<file path="config.mk">
export PLATFORM = sky130hd
export DESIGN_NAME = recepcao_medida_dht11
export DESIGN_NICKNAME = d
export VERILOG_FILES = /design/src/rtl/tusca_pkg.sv /design/src/rtl/rx_serial_8N1.sv /design/src/rtl/recepcao_medida_dht11.sv
export SDC_FILE = /design/constraint.sdc
export NUM_CORES = 1
export LEC_CHECK = 0
export ABC_AREA = 1
export BUFFER_PORTS_ARGS = -buffer_cell sky130_fd_sc_hd__buf_2
export CORE_ASPECT_RATIO = 0.7
export CORE_MARGIN = 8
export CORE_UTILIZATION = 55
export DETAILED_ROUTE_END_ITERATION = 10
export PLACE_DENSITY = 0.73
export SLEW_MARGIN = 20
export SYNTH_ARGS = -nofsm -noshare
export SYNTH_HDL_FRONTEND = slang
export SYNTH_SLANG_ARGS = --single-unit
</file>
<file path="constraint.sdc">
create_clock -name clock -period 4.2 [get_ports clock]
set_input_delay 0.21 -clock clock [delete_from_list [all_inputs] [get_ports clock]]
set_output_delay 0.21 -clock clock [all_outputs]
set_load 0.1 [all_outputs]
</file>
<file path="src/rtl/tusca_pkg.sv">
// Shared definitions for the TUSCA measurement front-end: FSM state codes,
// the default frame header and the frame geometry.
package tusca_pkg;

  typedef enum logic [2:0] {
    INICIAL           = 3'd0,
    AGUARDA_CABECALHO = 3'd1,
    RECEBE_DADOS      = 3'd2,
    VERIFICA          = 3'd3,
    PRONTO            = 3'd4,
    ERRO_DADOS        = 3'd5,
    ERRO_TIMEOUT      = 3'd6
  } estado_t;

  localparam logic [7:0] HEADER_PADRAO = 8'hAA;
  localparam int         FRAME_LEN     = 6;
  // Bytes following the header: four payload bytes plus the checksum.
  localparam int         DATA_BYTES    = FRAME_LEN - 1;

endpackage

</file>
<file path="src/rtl/rx_serial_8N1.sv">
// 8N1 serial receiver: 2-FF synchroniser, start-bit qualification at half a
// bit, then data and stop sampled at bit centres.
module rx_serial_8N1 #(
  parameter int CLKS_PER_BIT = 434
) (
  input  logic       clock,
  input  logic       reset,
  input  logic       rx_serial,
  output logic [7:0] dado,
  output logic       byte_valido,
  output logic       erro_framing
);

  localparam int CW = $clog2(CLKS_PER_BIT);
  localparam logic [CW-1:0] FIM_BIT   = CW'(CLKS_PER_BIT - 1);
  localparam logic [CW-1:0] MEIO_BIT  = CW'(CLKS_PER_BIT / 2 - 1);

  typedef enum logic [1:0] {RX_IDLE, RX_START, RX_DATA, RX_STOP} rx_estado_t;

  rx_estado_t      rx_estado, rx_prox;
  logic            rx_s1, rx_s2, rx_s3;
  logic [CW-1:0]   baud_cnt;
  logic [2:0]      bit_cnt;
  logic [7:0]      shift;

  always_ff @(posedge clock or negedge reset) begin
    if (!reset) rx_estado <= RX_IDLE;
    else        rx_estado <= rx_prox;
  end

  // A start edge that has vanished by mid-bit is treated as a glitch.
  always_comb begin
    rx_prox = rx_estado;
    case (rx_estado)
      RX_IDLE:  if (rx_s3 && !rx_s2) rx_prox = RX_START;
      RX_START: if (baud_cnt == MEIO_BIT) rx_prox = rx_s2 ? RX_IDLE : RX_DATA;
      RX_DATA:  if (baud_cnt == FIM_BIT && bit_cnt == 3'd7) rx_prox = RX_STOP;
      RX_STOP:  if (baud_cnt == FIM_BIT) rx_prox = RX_IDLE;
      default:  rx_prox = RX_IDLE;
    endcase
  end

  always_ff @(posedge clock or negedge reset) begin
    if (!reset) begin
      rx_s1        <= 1'b1;
      rx_s2        <= 1'b1;
      rx_s3        <= 1'b1;
      baud_cnt     <= '0;
      bit_cnt      <= '0;
      shift        <= '0;
      byte_valido  <= 1'b0;
      erro_framing <= 1'b0;
    end else begin
      rx_s1        <= rx_serial;
      rx_s2        <= rx_s1;
      rx_s3        <= rx_s2;
      byte_valido  <= 1'b0;
      erro_framing <= 1'b0;
      if (rx_estado != rx_prox || baud_cnt == FIM_BIT) baud_cnt <= '0;
      else                                             baud_cnt <= baud_cnt + 1'b1;
      if (rx_estado == RX_START) bit_cnt <= '0;
      if (rx_estado == RX_DATA && baud_cnt == FIM_BIT) begin
        shift   <= {rx_s2, shift[7:1]};
        bit_cnt <= bit_cnt + 1'b1;
      end
      if (rx_estado == RX_STOP && baud_cnt == FIM_BIT) begin
        byte_valido  <= rx_s2;
        erro_framing <= !rx_s2;
      end
    end
  end

  assign dado = shift;

endmodule

</file>
<file path="src/rtl/recepcao_medida_dht11.sv">
// Measurement front-end: requests a reading from the DHT11 bridge, receives
// and validates the 6-byte frame, and holds the last good temperature/humidity.
module recepcao_medida_dht11
  import tusca_pkg::*;
#(
  parameter int          CLKS_PER_BIT   = 434,
  parameter int          TIMEOUT_CICLOS = 100_000_000,
  parameter logic [7:0]  HEADER         = HEADER_PADRAO
) (
  input  logic        clock,
  input  logic        reset,
  input  logic        medir,
  input  logic        rx_serial,
  output logic        medir_dht11_out,
  output logic        pronto,
  output logic        erro_timeout,
  output logic        erro_dados,
  output logic [15:0] temperatura,
  output logic [15:0] umidade,
  output logic [2:0]  db_estado
);

  localparam int TW = $clog2(TIMEOUT_CICLOS);

  estado_t         estado, prox;
  logic [7:0]      dado;
  logic            byte_valido, erro_framing;
  logic [TW-1:0]   cont_timeout;
  logic            timeout_fim;
  logic [2:0]      byte_cnt;
  logic [7:0]      buffer [DATA_BYTES];
  logic [7:0]      soma;

  rx_serial_8N1 #(.CLKS_PER_BIT(CLKS_PER_BIT)) u_rx (
    .clock        (clock),
    .reset        (reset),
    .rx_serial    (rx_serial),
    .dado         (dado),
    .byte_valido  (byte_valido),
    .erro_framing (erro_framing)
  );

  assign timeout_fim = (cont_timeout == TW'(TIMEOUT_CICLOS - 1));
  assign soma        = buffer[0] + buffer[1] + buffer[2] + buffer[3];

  always_ff @(posedge clock or negedge reset) begin
    if (!reset) estado <= INICIAL;
    else        estado <= prox;
  end

  // Timeout wins over a byte completing in the same cycle.
  always_comb begin
    prox = estado;
    case (estado)
      INICIAL:
        if (medir) prox = AGUARDA_CABECALHO;
      AGUARDA_CABECALHO:
        if (timeout_fim)                         prox = ERRO_TIMEOUT;
        else if (byte_valido && dado == HEADER)  prox = RECEBE_DADOS;
      RECEBE_DADOS:
        if (timeout_fim)                         prox = ERRO_TIMEOUT;
        else if (erro_framing)                   prox = ERRO_DADOS;
        else if (byte_valido && byte_cnt == 3'(DATA_BYTES - 1))
                                                 prox = VERIFICA;
      VERIFICA:
        prox = (soma == buffer[DATA_BYTES-1]) ? PRONTO : ERRO_DADOS;
      PRONTO, ERRO_DADOS, ERRO_TIMEOUT:
        prox = INICIAL;
      default:
        prox = INICIAL;
    endcase
  end

  always_comb begin
    medir_dht11_out = 1'b0;
    pronto          = 1'b0;
    erro_dados      = 1'b0;
    erro_timeout    = 1'b0;
    case (estado)
      AGUARDA_CABECALHO, RECEBE_DADOS, VERIFICA: medir_dht11_out = 1'b1;
      PRONTO:       pronto       = 1'b1;
      ERRO_DADOS:   erro_dados   = 1'b1;
      ERRO_TIMEOUT: erro_timeout = 1'b1;
      default: ;
    endcase
  end

  assign db_estado = estado;

  // Results load on entry to PRONTO so they appear together with the pulse.
  always_ff @(posedge clock or negedge reset) begin
    if (!reset) begin
      cont_timeout <= '0;
      byte_cnt     <= '0;
      temperatura  <= '0;
      umidade      <= '0;
      for (int i = 0; i < DATA_BYTES; i++) buffer[i] <= '0;
    end else begin
      if (estado == INICIAL)
        cont_timeout <= '0;
      else if (estado == AGUARDA_CABECALHO || estado == RECEBE_DADOS)
        cont_timeout <= cont_timeout + 1'b1;
      if (estado != RECEBE_DADOS) begin
        byte_cnt <= '0;
      end else if (byte_valido && !timeout_fim) begin
        buffer[byte_cnt] <= dado;
        byte_cnt         <= byte_cnt + 1'b1;
      end
      if (prox == PRONTO) begin
        temperatura <= {buffer[0], buffer[1]};
        umidade     <= {buffer[2], buffer[3]};
      end
    end
  end

endmodule

</file>
Word-level counts from Yosys, hierarchy flattened
Index checks and enable logic that the tools add are counted.
{"block": "op_classes", "n_bitwise": 2, "add_sub_neg": 7, "magnitude_cmp": 2, "mux": 30, "n_eq_ne": 19, "reduce_logical": 19}
{"cell": "2-to-1 mux 27 bit", "count": 2}
{"cell": "bitwise mux 40 bit", "count": 1}
{"cell": "2-to-1 mux 3 bit", "count": 10}
{"cell": "adder 27 x 1 -> 27 bit, second input constant", "count": 1}
{"cell": "== test 27 bit, second input constant", "count": 1}
{"cell": "adder 8 bit", "count": 3}
{"cell": "demux 8 bit (select 3 bit)", "count": 1}
{"cell": "== test 3 bit, second input constant", "count": 6}
{"cell": "one-hot mux 3 bit (4 select lines)", "count": 1}
{"cell": "2-to-1 mux 2 bit", "count": 5}
{"cell": "adder 9 x 1 -> 9 bit, second input constant", "count": 1}
{"cell": "== test 9 x 8 -> 1 bit, second input constant", "count": 1}
{"cell": "== test 9 bit, second input constant", "count": 1}
{"cell": "2-to-1 mux 9 bit", "count": 1}
{"cell": "== test 8 bit", "count": 1}
{"cell": "== test 8 bit, second input constant", "count": 1}
{"cell": "logical AND 1 bit", "count": 8}
{"cell": "2-to-1 mux 8 bit", "count": 1}
{"cell": "one-hot mux 2 bit (4 select lines)", "count": 1}
{"cell": "2-to-1 mux 1 bit", "count": 7}
{"cell": "adder 3 x 1 -> 3 bit, second input constant", "count": 2}
{"cell": "== test 3 x 2 -> 1 bit, second input constant", "count": 2}
{"cell": "nonzero test 2 bit", "count": 3}
{"cell": "== test 2 bit, second input constant", "count": 2}
{"cell": "14 further kinds", "count": 16}
{"block": "word_totals", "ff_bits": 132, "output_inout_bits": 39, "input_bits": 4}

Depth between registers and ports, before layout
{"block": "logic_depth", "depth_word": 7, "ltp_mapped": 20}

By module
A second synthesis with hierarchy kept.
{"block": "unflattened", "hier_cells": 804, "hier_area_um2": 6921.6}
{"module": "recepcao_medida_dht11", "cells_each": 675, "seq_area_each_um2": 2627.5, "area_per_inst_um2": 5622.9, "n_inst": 1}
{"module": "rx_serial_8N1", "cells_each": 129, "seq_area_each_um2": 679.4, "area_per_inst_um2": 1298.7, "n_inst": 1}

Least setup slack after synthesis
OpenSTA, ideal clock, no wires.
{"block": "synth_path", "path_type": "reg-to-output", "from": "reg estado[2] (netlist: db_estado[2])", "to": "out erro_dados", "path_slack_ns": 0.685, "path_buffers": 0, "required_ns": 3.990, "arrival_time_ns": 3.305, "stages_incl_launch_ff": 3, "path_cell_list": "dfrtp_1 -> inv_1 -> nor3_1"}
{"block": "synth_via", "elab_chain_len": 2}
{"item": "start: declaration", "line": "recepcao_medida_dht11.sv:25", "source": "estado_t estado, prox;"}
{"item": "start signal: assignment", "line": "recepcao_medida_dht11.sv:48", "source": "else estado <= prox;"}
{"item": "== test 3 bit", "line": "recepcao_medida_dht11.sv:79", "source": "case (estado)"}
{"item": "2-to-1 mux 1 bit", "line": "recepcao_medida_dht11.sv:79"}
{"item": "end: declaration", "line": "recepcao_medida_dht11.sv:17", "source": "output logic erro_dados,"}
Every way passes these cells.

Final worst setup path
{"block": "layout_path", "from": "reg buffer[9] in the netlist's numbering", "to": "reg temperatura[0]"}
{"block": "layout_via", "elab_chain_len": 5}
{"item": "start: declaration", "line": "recepcao_medida_dht11.sv:31", "source": "logic [7:0] buffer [DATA_BYTES];"}
{"item": "start signal: indexed assignment", "line": "recepcao_medida_dht11.sv:106", "source": "buffer[byte_cnt] <= dado;"}
{"item": "adder 8 bit", "line": "recepcao_medida_dht11.sv:44", "source": "assign soma = buffer[0] + buffer[1] + buffer[2] + buffer[3];"}
{"item": "== test 8 bit", "line": "recepcao_medida_dht11.sv:66", "source": "prox = (soma == buffer[DATA_BYTES-1]) ? PRONTO : ERRO_DADOS;"}
{"item": "2-to-1 mux 1 bit", "line": "recepcao_medida_dht11.sv:66"}
{"item": "one-hot mux 3 bit (4 select lines)", "line": "recepcao_medida_dht11.sv:54", "source": "case (estado)"}
{"item": "== test 3 bit", "line": "recepcao_medida_dht11.sv:109", "source": "if (prox == PRONTO) begin"}
{"item": "end signal: assignment", "line": "recepcao_medida_dht11.sv:110", "source": "temperatura <= {buffer[0], buffer[1]};"}
{"item": "end: declaration", "line": "recepcao_medida_dht11.sv:18", "source": "output logic [15:0] temperatura,"}
Every way passes these cells.
A chain may end at the register's enable or synchronous reset.

==> metrics <==
Most used DFF post-synth dfrtp_1; min-delay src medir; syn avg cell area 8.43 µm²; Fmax 0.271 GHz; mapped cell area 6790 µm²; syn_nets 838; deepest clock path buffer count 2; Nets roughly 900; largest net degree at the start of global routing 82; dpl hpwl 11.1 mm; WHS Path Cells 3; hold endpoint db_estado[0]$_DFF_PN0_; RSZ-0062 raised after global routing no; Tcrit/Tclk final 0.877; Seq cells post-synth 132; Initial Util 0.554; Initial DRC Count 508; post-route ant nets 0; via count 5,643; top-level I/O count 43; ant diodes 0; post-synth top area share 0.475; non-filler instance count after layout 1,027; status complete, no violations; maximum vdd drop 0.319 mV; final slew viol count 0; total iterations of the first detailed-routing run 5; RR Startpoint buffer[9]$_DFFE_PN0P_; R2R depth 16; Post-synth top cells nand2_1 (225), dfrtp_1 (129), inv_1 (97); Die W between 100 and 150 µm; number of enable flip-flop cells after synthesis 0; Worst setup EP type flip-flop; fraction of layout cells with a size suffix above 1 0.126; FFs w/ async S/R, synth 1.00; Critical R2R Capture temperatura[0]$_DFFE_PN0N_; GR Util All Layers 0.206; DRT Wirelength 15.9 mm; CTS buffer count 17; placed cells about 990; CTS clock-pin slew for the worst setup and hold paths 0.06 ns; crit-path max FO 33; row count 34; first-pass GRT wire length between 20 and 30 mm; count leader, synth nand2_1; CTS root buf clkbuf_16; CTS tree yes; initial antenna violation count 0; gate count of the mapped netlist 805; clk_skew roughly 0.0096 ns; DR vias/cell roughly 5.5; TritonCTS Sinks 132; Syn. warnings 0; CP Launch Type flip-flop; max-cap violation count 0; setup_tns 0 ns; CP arrival 4.04 ns; postcts setup bufs 0; vias in the first global route 5,307; number of port buffers 42; total global routing overflow 0; P_leak 0.00396 µW; critical setup path kind reg -> reg; # fillers slightly above 1,000; Clk Latency, worst-skew pair 0.42 ns; area of the core roughly 12,000 µm²; Layout area overhead 13.6%; cell taking the most area after synthesis dfrtp_1; DRC 0; pin slew with the least headroom to its limit around 0.73 ns; CP required 4.55 ns; final setup fails 0; Die Ht 109 µm; Fin. Hold Viols 0; H-tree levels 4; die area 16,200 µm²; synth top area cells dfrtp_1 (48%), nand2_1 (12%), inv_1 (5.4%), o21ai_0 (4.9%), nand4_1 (4.2%); Yosys cell types 42; PD cells 375 nW/µm²; sequential-to-total area share from yosys stat 0.487; post-layout minimum cycle time 3.69 ns; relative slew slack 0.514; reg2reg setup slack 0.51 ns; Placer Congestion 0.903; WL/cell 15.4 µm; hold crit path type in -> reg
## cells in the final DEF (no fill, tap or decap), types with 5 or more instances in the layout
cell       Yosys  routed
xnor2_1        5       5
a21oi_1       23      23
inv_8          0       6
nand3b_1       5       5
nand2_1      225     225
ha_1          15      15
inv_2          5       5
clkbuf_16      0      17
nand4_1       46      46
nor2_2         7       8
nand3_1       35      35
o21ai_0       66      66
buf_4          7       5
buf_2          7      41
dfrtp_1      129     129
nor3_1        20      20
nor2_1        52      51
fa_1          14      14
inv_1         97      97
## report_power, final
group          leakage, µW  total (µW)  internal (µW)  switching, µW
logic              0.00187         105           32.7           72.4
registers          0.00181        1310           1290           17.9
clock network     0.000278        1480            842            636
total              0.00396        2890           2170            726
## cell type report
type | instances | area [µm²] | share of cell area
Clock inverter | 15 | 163 | 0.0211
Inverter | 104 | 392 | 0.0508
Sequential cell | 132 | 3310 | 0.429
Clock buffer | 17 | 425 | 0.0552
Multi-Input combinational cell | 548 | 2950 | 0.382
Tap cell | 162 | 203 | 0.0263
Timing Repair Buffer | 49 | 274 | 0.0355
## critical path, stage by stage, from the launching register on
cell,delay [ns]
dfrtp_1,0.41
fa_1,0.53
inv_1,0.05
fa_1,0.49
inv_1,0.04
ha_1,0.23
fa_1,0.46
xnor2_1,0.19
nand3_1,0.10
nor2_1,0.10
nand3_1,0.08
nor2_1,0.10
nand3_1,0.09
nand2_2,0.10
buf_4,0.32
nand4_1,0.20
nand2_1,0.12
## state kept, by name, summed over array words and instances (netlist names), 2 cells and up
signal	cells
cont_timeout	27
u_rx.baud_cnt	9
db_estado	3
u_rx.rx_estado	2
u_rx.bit_cnt	3
byte_cnt	3
u_rx.dado	8
temperatura	16
umidade	16
buffer	40
## how the worst max path moves through the flow
stage / startpoint / end / slack, ns / depth (start not counted)
after floorplan: db_estado[2]$_DFF_PN0_ / erro_dados / 0.69 / 2
after global placement: buffer[9]$_DFFE_PN0P_ / temperatura[0]$_DFFE_PN0N_ / 0.67 / 18
after detailed placement: buffer[9]$_DFFE_PN0P_ / temperatura[0]$_DFFE_PN0N_ / 0.53 / 16
after CTS: buffer[9]$_DFFE_PN0P_ / temperatura[0]$_DFFE_PN0N_ / 0.51 / 16
after global routing: buffer[9]$_DFFE_PN0P_ / temperatura[0]$_DFFE_PN0N_ / 0.23 / 16
final: buffer[9]$_DFFE_PN0P_ / temperatura[0]$_DFFE_PN0N_ / 0.51 / 16
## layer usage
| layer | track usage | vias up | share of wire |
|---|---|---|---|
| li1 | - | 2726 | - |
| met1 | 0.292 | 2729 | 0.48 |
| met2 | 0.304 | 164 | 0.45 |
| met3 | 0.0498 | 24 | 0.055 |
| met4 | 0.0725 | 0 | 0.014 |
| met5 | 0 | - | 0 |
## stage by stage
stage	setup WS, ns	total power [µW]	util	area (µm²)	hold slack (ns)
2_1_floorplan	0.685	1390	-	6790	-0.0856
3_3_place_gp	0.670	1430	0.579	7100	0.318
3_5_place_dp	0.532	1440	0.579	7100	0.318
4_1_cts	0.509	2910	0.628	7700	0.00292
5_1_grt	0.227	2990	0.629	7710	0.283
6_report	0.515	2890	0.629	7710	0.294
## timing repair
item / 4_1_cts / 5_1_grt
resized for setup: 0 / 0
hold endpoints to repair: 1 / 76
hold buffers: 1 / 1
## kinds of logic (layout without fill, tap and decap cells)
| group | Yosys count | in the layout | share of synthesized area |
|---|---|---|---|
| flip-flops | 132 | 132 | 0.487 |
| AND/OR/NAND/NOR | 404 | 404 | 0.267 |
| adder cells (fa/ha/maj) | 29 | 29 | 0.0689 |
| XOR/XNOR | 8 | 8 | 0.0103 |
| AO/OA/AOI/OAI | 107 | 107 | 0.0875 |
| buffers and inverters | 125 | 185 | 0.0789 |
No activity file was read; power rests on OpenSTA's default activity.
